==> src/rtl/led_arbiter.sv <==
// led_arbiter: round-robin owner arbitration for the board LED bank.
// Requesters hold req_i high to ask for the bank. The owner's grant lasts at
// most SLICE_CYCLES cycles while someone else is waiting. A one-cycle blank
// gap separates consecutive owners.
// Optional feature macro: LED_ARB_HEARTBEAT_EN. When it is defined, a
// heartbeat blinks on leds[0] while no requester owns the bank.
module led_arbiter #(
  parameter int NUM_REQ      = 4,
  parameter int LED_W        = 7,
  parameter int SLICE_CYCLES = 25000,
  parameter int HB_DIV       = 25000
) (
  input  logic                     clk_50MHz,
  input  logic                     arst,
  input  logic [NUM_REQ-1:0]       req_i,
  input  logic [NUM_REQ*LED_W-1:0] pattern_i,
  output logic [NUM_REQ-1:0]       gnt_o,
  output logic                     busy_o,
  output logic [LED_W-1:0]         leds,
  output logic                     hb_o
);

  localparam int PTR_W = (NUM_REQ > 1) ? $clog2(NUM_REQ) : 1;
  localparam int SL_W  = $clog2(SLICE_CYCLES);
  localparam logic [SL_W-1:0]  SLICE_LAST = SL_W'(SLICE_CYCLES - 1);
  localparam logic [PTR_W-1:0] PTR_LAST   = PTR_W'(NUM_REQ - 1);
  localparam logic [PTR_W:0]   NUM_REQ_W  = (PTR_W + 1)'(NUM_REQ);

  typedef enum logic [1:0] {
    S_IDLE  = 2'd0,
    S_GRANT = 2'd1,
    S_GAP   = 2'd2
  } state_t;

  state_t               state_q, state_d;
  logic [PTR_W-1:0]     rr_ptr_q, rr_ptr_d;
  logic [PTR_W-1:0]     owner_q, owner_d;
  logic [SL_W-1:0]      slice_q, slice_d;
  logic [NUM_REQ-1:0]   gnt_q, gnt_d;
  logic                 busy_q, busy_d;
  logic [LED_W-1:0]     leds_q, leds_d;

  logic [PTR_W-1:0]     win;
  logic                 win_vld;
  logic [PTR_W:0]       scan_idx;
  logic [NUM_REQ-1:0]   own_mask;
  logic                 others_waiting;
  logic                 release_now;
  logic [LED_W-1:0]     idle_leds;

  // Wrapping increment of a requester index.
  function automatic logic [PTR_W-1:0] next_ptr(input logic [PTR_W-1:0] k);
    if (k == PTR_LAST) begin
      return '0;
    end
    return k + PTR_W'(1);
  endfunction

`ifdef LED_ARB_HEARTBEAT_EN
  localparam int HB_W = $clog2(HB_DIV);
  localparam logic [HB_W-1:0] HB_LAST = HB_W'(HB_DIV - 1);

  logic [HB_W-1:0] hb_cnt_q, hb_cnt_d;
  logic            hb_q, hb_d;

  // Free-running heartbeat divider; toggles the level on every wrap.
  always_comb begin
    hb_cnt_d = hb_cnt_q + HB_W'(1);
    hb_d     = hb_q;
    if (hb_cnt_q == HB_LAST) begin
      hb_cnt_d = '0;
      hb_d     = ~hb_q;
    end
  end

  // Heartbeat registers; these run in every arbitration state.
  always_ff @(posedge clk_50MHz or posedge arst) begin
    if (arst) begin
      hb_cnt_q <= '0;
      hb_q     <= 1'b0;
    end else begin
      hb_cnt_q <= hb_cnt_d;
      hb_q     <= hb_d;
    end
  end

  assign hb_o = hb_q;
  // Use the next heartbeat level, so that the registered leds[0] matches hb_o.
  assign idle_leds = LED_W'(hb_d);
`else
  assign hb_o      = 1'b0;
  assign idle_leds = '0;
`endif

  // Round-robin search: first requesting index at or above rr_ptr, with wrap.
  always_comb begin
    win      = '0;
    win_vld  = 1'b0;
    scan_idx = '0;
    for (int i = 0; i < NUM_REQ; i++) begin
      scan_idx = {1'b0, rr_ptr_q} + (PTR_W + 1)'(i);
      if (scan_idx >= NUM_REQ_W) begin
        scan_idx = scan_idx - NUM_REQ_W;
      end
      if (!win_vld && req_i[scan_idx[PTR_W-1:0]]) begin
        win     = scan_idx[PTR_W-1:0];
        win_vld = 1'b1;
      end
    end
  end

  // Release detection for the current owner. The owner releases on its own
  // drop, or when its slice has expired while another requester is waiting.
  always_comb begin
    own_mask       = NUM_REQ'(1) << owner_q;
    others_waiting = |(req_i & ~own_mask);
    release_now    = !req_i[owner_q] || ((slice_q == SLICE_LAST) && others_waiting);
  end

  // Next-state logic, with next values for the registered outputs.
  always_comb begin
    state_d  = state_q;
    owner_d  = owner_q;
    rr_ptr_d = rr_ptr_q;
    slice_d  = slice_q;
    gnt_d    = '0;
    busy_d   = 1'b0;
    leds_d   = idle_leds;

    case (state_q)
      S_IDLE, S_GAP: begin
        if (win_vld) begin
          state_d  = S_GRANT;
          owner_d  = win;
          rr_ptr_d = next_ptr(win);
          slice_d  = '0;
        end else begin
          state_d  = S_IDLE;
        end
      end
      S_GRANT: begin
        if (release_now) begin
          state_d = S_GAP;
        end else if (slice_q != SLICE_LAST) begin
          // A sole requester saturates here and keeps the bank.
          slice_d = slice_q + SL_W'(1);
        end
      end
      default: state_d = S_IDLE;
    endcase

    case (state_d)
      S_GRANT: begin
        gnt_d  = NUM_REQ'(1) << owner_d;
        busy_d = 1'b1;
        leds_d = pattern_i[owner_d*LED_W +: LED_W];
      end
      S_GAP:   leds_d = '0;
      default: leds_d = idle_leds;
    endcase
  end

  // State and output registers. A reset clears them immediately, even mid-grant.
  always_ff @(posedge clk_50MHz or posedge arst) begin
    if (arst) begin
      state_q  <= S_IDLE;
      owner_q  <= '0;
      rr_ptr_q <= '0;
      slice_q  <= '0;
      gnt_q    <= '0;
      busy_q   <= 1'b0;
      leds_q   <= '0;
    end else begin
      state_q  <= state_d;
      owner_q  <= owner_d;
      rr_ptr_q <= rr_ptr_d;
      slice_q  <= slice_d;
      gnt_q    <= gnt_d;
      busy_q   <= busy_d;
      leds_q   <= leds_d;
    end
  end

  assign gnt_o  = gnt_q;
  assign busy_o = busy_q;
  assign leds   = leds_q;

endmodule
==> config.mk <==
export PLATFORM = sky130hd
export DESIGN_NAME = led_arbiter
export DESIGN_NICKNAME = d
export VERILOG_FILES = /design/src/rtl/led_arbiter.sv
export SDC_FILE = /design/constraint.sdc
export NUM_CORES = 1
export LEC_CHECK = 0
export BUFFER_PORTS_ARGS = -buffer_cell sky130_fd_sc_hd__buf_2
export CORE_MARGIN = 2
export CORE_UTILIZATION = 40
export CTS_BUF_LIST = sky130_fd_sc_hd__clkbuf_2 sky130_fd_sc_hd__clkbuf_4 sky130_fd_sc_hd__clkbuf_8
export CTS_CLUSTER_DIAMETER = 50
export DETAILED_ROUTE_END_ITERATION = 10
export PLACE_DENSITY = 0.65
export SKIP_CTS_REPAIR_TIMING = 1
export SLEW_MARGIN = 15
export SYNTH_ARGS = -nofsm -noshare
export SYNTH_HDL_FRONTEND = slang
export SYNTH_SLANG_ARGS = --single-unit
==> constraint.sdc <==
create_clock -name clk_50MHz -period 3.3 [get_ports clk_50MHz]
set_clock_uncertainty 0.1 [all_clocks]
set_input_delay 0.165 -clock clk_50MHz [delete_from_list [all_inputs] [get_ports clk_50MHz]]
set_output_delay 0.165 -clock clk_50MHz [all_outputs]
set_load 0.005 [all_outputs]
Word level (Yosys, flattened, before mapping)
Index checks and enable logic that the tools add are counted.
{"block": "word_totals", "ff_bits": 33, "input_bits": 34, "out_inout_bits": 13}
{"block": "classes", "addsub": 9, "mul": 1, "magnitude_cmp": 9, "eq_ne": 9, "n_shift": 3, "n_mux": 39, "bitwise": 2, "n_reduce_logical": 15}
{"cell": "$mux W15", "count": 3}
{"cell": "$pmux W15 S2", "count": 1}
{"cell": "$shiftx A28 B6 Y7", "count": 1}
{"cell": "$mux W2", "count": 13}
{"cell": "$add A15 B1 Y15 const B", "count": 1}
{"cell": "$eq A15 B15 Y1 const B", "count": 1}
{"cell": "$lt A2 B3 Y1 const B", "count": 5}
{"cell": "$ne A15 B15 Y1 const B", "count": 1}
{"cell": "$mux W1", "count": 14}
{"cell": "$bmux W1 S2", "count": 5}
{"cell": "$ge A3 B3 Y1 const B", "count": 3}
{"cell": "$shl A1 B2 Y4 const A", "count": 2}
{"cell": "$sub A2 B1 Y2 const B", "count": 4}
{"cell": "$mux W7", "count": 1}
{"cell": "$add A2 B2 Y3 const B", "count": 2}
{"cell": "$ne A2 B2 Y1 const B", "count": 3}
{"cell": "$mul A2 B3 Y5 const B", "count": 1}
{"cell": "$and A4 B4 Y4", "count": 1}
{"cell": "$eq A2 B1 Y1 const B", "count": 2}
{"cell": "$eq A2 B2 Y1 const B", "count": 2}
{"cell": "$logic_and A1 B1 Y1", "count": 4}
{"cell": "$logic_not A1 Y1", "count": 4}
{"cell": "$mux W4", "count": 1}
{"cell": "$not A4 Y4", "count": 1}
{"cell": "11 further kinds", "count": 11}

Depth between registers and ports, before layout
{"block": "depth", "word_depth": 19, "mapped_depth": 9}

Worst setup path after synthesis
OpenSTA, ideal clock, no wires.
{"block": "synth_timing", "kind": "reg2reg", "from": "register slice_q[0]", "to": "register gnt_q[0] (netlist: gnt_o[0])", "arrival_ns": 1.889, "required_time_ns": 3.079, "setup_slack_ns": 1.190, "path_stages_with_launch": 8, "n_path_buf": 1, "period_less_slack_ns": 2.110, "cell_sequence": "dfrtp_1 ha_1 nor4bb_1 nand4_1 a221o_1 a31oi_1 buf_4 nor3_1"}
{"block": "synth_via", "elab_chain_cells": 7}
{"item": "start: declaration", "line_no": "38", "text": "logic [SL_W-1:0] slice_q, slice_d;"}
{"item": "start signal: assignment", "line_no": "177", "text": "slice_q <= slice_d;"}
{"item": "$eq A15 B15 Y1", "line_no": "117", "text": "release_now = !req_i[owner_q] || ((slice_q == SLICE_LAST) && others_waiting);"}
{"item": "$logic_and A1 B1 Y1", "line_no": "117"}
{"item": "$logic_or A1 B1 Y1", "line_no": "117"}
{"item": "$mux W2", "line_no": "142", "text": "if (release_now) begin"}
{"item": "$pmux W2 S2", "line_no": "130", "text": "case (state_q)"}
{"item": "$eq A2 B1 Y1", "line_no": "152", "text": "case (state_d)"}
{"item": "$mux W4", "line_no": "152"}
{"item": "net gnt_d[0]", "line_no": "39", "text": "logic [NUM_REQ-1:0] gnt_q, gnt_d;"}
{"item": "end signal: assignment", "line_no": "178", "text": "gnt_q <= gnt_d;"}
{"item": "end: declaration", "line_no": "39"}
The timed path passes the listed nets, and every way through them passes these cells.
A chain may end at the register's enable or synchronous reset.

Worst setup path after layout
{"block": "layout_timing", "from": "register slice_q[0]", "to": "register slice_q[14]"}
{"block": "layout_via", "elab_chain_cells": 5, "elab_cells_between_ends": 11, "cone_classes": "1 x add/sub; 4 x eq/ne; 3 x mux; 3 x reduce/logical"}
{"item": "branches (longest 5 deep; another with $add A15 B1 Y15)"}
Parallel ways; which one is timed is not known. The select of a mux whose other input is x is not followed.

==> impl_metrics.toml <==
[clock_tree]
clock_latency_ps = 280
path_clk_slew_ps = 70
clockBufferDepth = 2
root_buffer = "clkbuf_8"
htree_levels = 2
numCtsBuffers = 5
tritoncts = "built"
clock-sinks = 33

[routing]
drtPass1Iterations = 4
drc = 0
wirelength_um = 3770
drtIter0Drc = 130
drtAntennaViolNets = 0
vias_per_cell = 5.52
num_vias = 1591
wl_per_cell_um = 13.1

[worst_setup_path]
cp_max_fo = 13
worstPathArrival_ps = 2440
required_ps = 3410
critPathBufInv = 0
setup.worst_path.end_class = "flip-flop"
cp-start-kind = "flip-flop"
r2r_setup_slack_ps = 970
cp_slowest_cell = "or4_1"
crit_type = "flip-flop to flip-flop"
cpPeakStageDelay_ps = 630
cpLargestDelayFamily = "simple AND/OR/NAND/NOR gates"
crit_top_cell = "nand4_1"
crit_chain = "ha_1, nor4bb_1, nand4_1, nand4_1, or4_1, a21oi_1"

[job]
cap_violations = 0

[cells_and_area]
multi_input_area_um2 = 887
post-route-cell-area_um2 = 2170
regArea_um2 = 826
fillCellCount = 416
drive_gt1_share_pct = 28.8
syn_to_final_growth_pct = 18.9
antenna-diode-count = 0
final_common_cell = "buf_2"
final_cell_mix = "45 x buf_2, 33 x dfrtp_1, 19 x nand2_1, 19 x a21oi_1, 14 x o21ai_0"
instances_no_fill = 288
nNetsFinal = 270

[logic_synthesis]
yosysUniqueCellTypes = 43
synthArstFlopShare_pct = 100
synth_edf_count = 0
syn_inst = 186
yosysWarnings = 0
synth.avg_cell_area_um2 = 9.82
ys.flop_type = "dfrtp_1"
ys_seq_elements = 33
syn_area_um2 = 1830
ys_seq_area_share_pct = 45.2
syn-num-nets = 221

[sta]
fin_crit_sh_pct = 70.5
fmaxAchievable_ghz = 0.430
final_max_slew_viol_count = 0
min_period_ps = 2330
tightest_slew_ps = 958
fin_setup_tns_ps = 0
rsz0062_at_grt = "false"
finalHoldViolCount = 0
slew_headroom_pct = 35.9
finalSetupViolCount = 0

[pwr]
leakagePower_uw = 0.000963
ir_worst_vdd_uv = 364
power_density_nw_per_um2 = 761

[grt]
grt_pass1_wl_um = 6520
grt_util_all_layers_pct = 16.3
grt_max_degree = 34
gr-total-overflow = 0
grt_pass1_vias = 1458
antenna_found_initial = 0

[floorplan]
fp.dieH_um = 71.6
io_pins = 47
core_um2 = 4380
die_w_um = 71.6
rows = 24
dieArea_um2 = 5120
initial_core_util_pct = 41.7

[outcome]
status = "complete, no violations"

[placed_design]
place.gp.congestion = 0.757
dp_cells = 279
portBuffers = 45
dp_hpwl_um = 2740
dpl_cell_area_um2 = 2080

[min_path]
min_path_type = "input pin to flip-flop"
routing by layer:
layer / track usage [%] / vias to the layer above / share of wire, % / wire, um
met5: 0 / - / 0 / 0
met4: 7.97 / 0 / 1.1 / 41
met3: 4.78 / 4 / 6.7 / 254
met2: 25.1 / 55 / 47 / 1770
met1: 21.1 / 746 / 45 / 1710
li1: - / 786 / - / -
cells by family after synthesis:
group	after synthesis	share of synthesized area [%]
adder cells (fa/ha/maj)	1	0.685
multiplexers	10	6.16
buffers and inverters	16	6.23
flip-flops	33	45.2
AO/OA/AOI/OAI	53	20.8
other	1	0.205
XOR/XNOR	3	1.44
AND/OR/NAND/NOR	69	19.3
synth_stat cells, drive strengths merged, types with 3 or more instances:
cell / n / area share (%)
nor3: 6 / 1.6
mux2i: 9 / 4.9
buf: 6 / 3.5
a21oi: 19 / 5.2
o31ai: 4 / 1.6
dfrtp: 33 / 45
nand4: 8 / 2.7
nand2: 19 / 3.9
or3: 6 / 2.1
nand3: 3 / 0.82
nor2: 13 / 2.7
a31oi: 3 / 1.0
o21ai: 14 / 3.8
inv: 8 / 2.3
a221oi: 7 / 5.1
where the power goes:
group	switching (uW)	internal, uW	leakage, uW
registers	70.8	515	0.000434
logic	450	325	0.000485
clock network	146	145	0.0000439
total	667	986	0.000963
path summary, 6_finish.rpt:
kind	from	end	depth (start not counted)
max reg2reg	slice_q[0]	slice_q[14]	6
max	slice_q[0]	slice_q[14]	6
min	pattern_i[19]	leds[5]	3
min in group asynchronous	arst	slice_q[7]	4
max in group asynchronous	arst	slice_q[1]	4
min reg2reg	slice_q[5]	slice_q[5]	1
through the flow:
step	power (uW)	hold WS (ps)	util, %	setup slack (ps)
2_1_floorplan	1220	194	-	1190
3_3_place_gp	1370	175	47.3	922
3_5_place_dp	1370	180	47.3	888
4_1_cts	1670	-137	49.3	896
5_1_grt	1800	17.9	49.5	754
6_report	1650	32.6	49.5	973
cell type report:
cell class              instances  area share [%]
multi-input cells             137            40.8
flip-flops and latches         33            38.0
repair buffers                 50            12.2
clock buffers                   5            3.17
well taps                      52            3.00
inverters                       8            1.96
clock inverters                 3           0.806
tightest hold or removal path, delay by kind of cell:
kind	cells	cell delay [ps]
simple gates	1	60
buf+inv	1	100
compound gates	1	50
sequential cells by signal, summed over array words and instances (netlist names):
register and cells:
state_q 2, slice_q 15, gnt_o 4, leds 7, rr_ptr_q 2, busy_o 1
owner_q 2
Note: power is estimated with default switching activity, not from simulation.
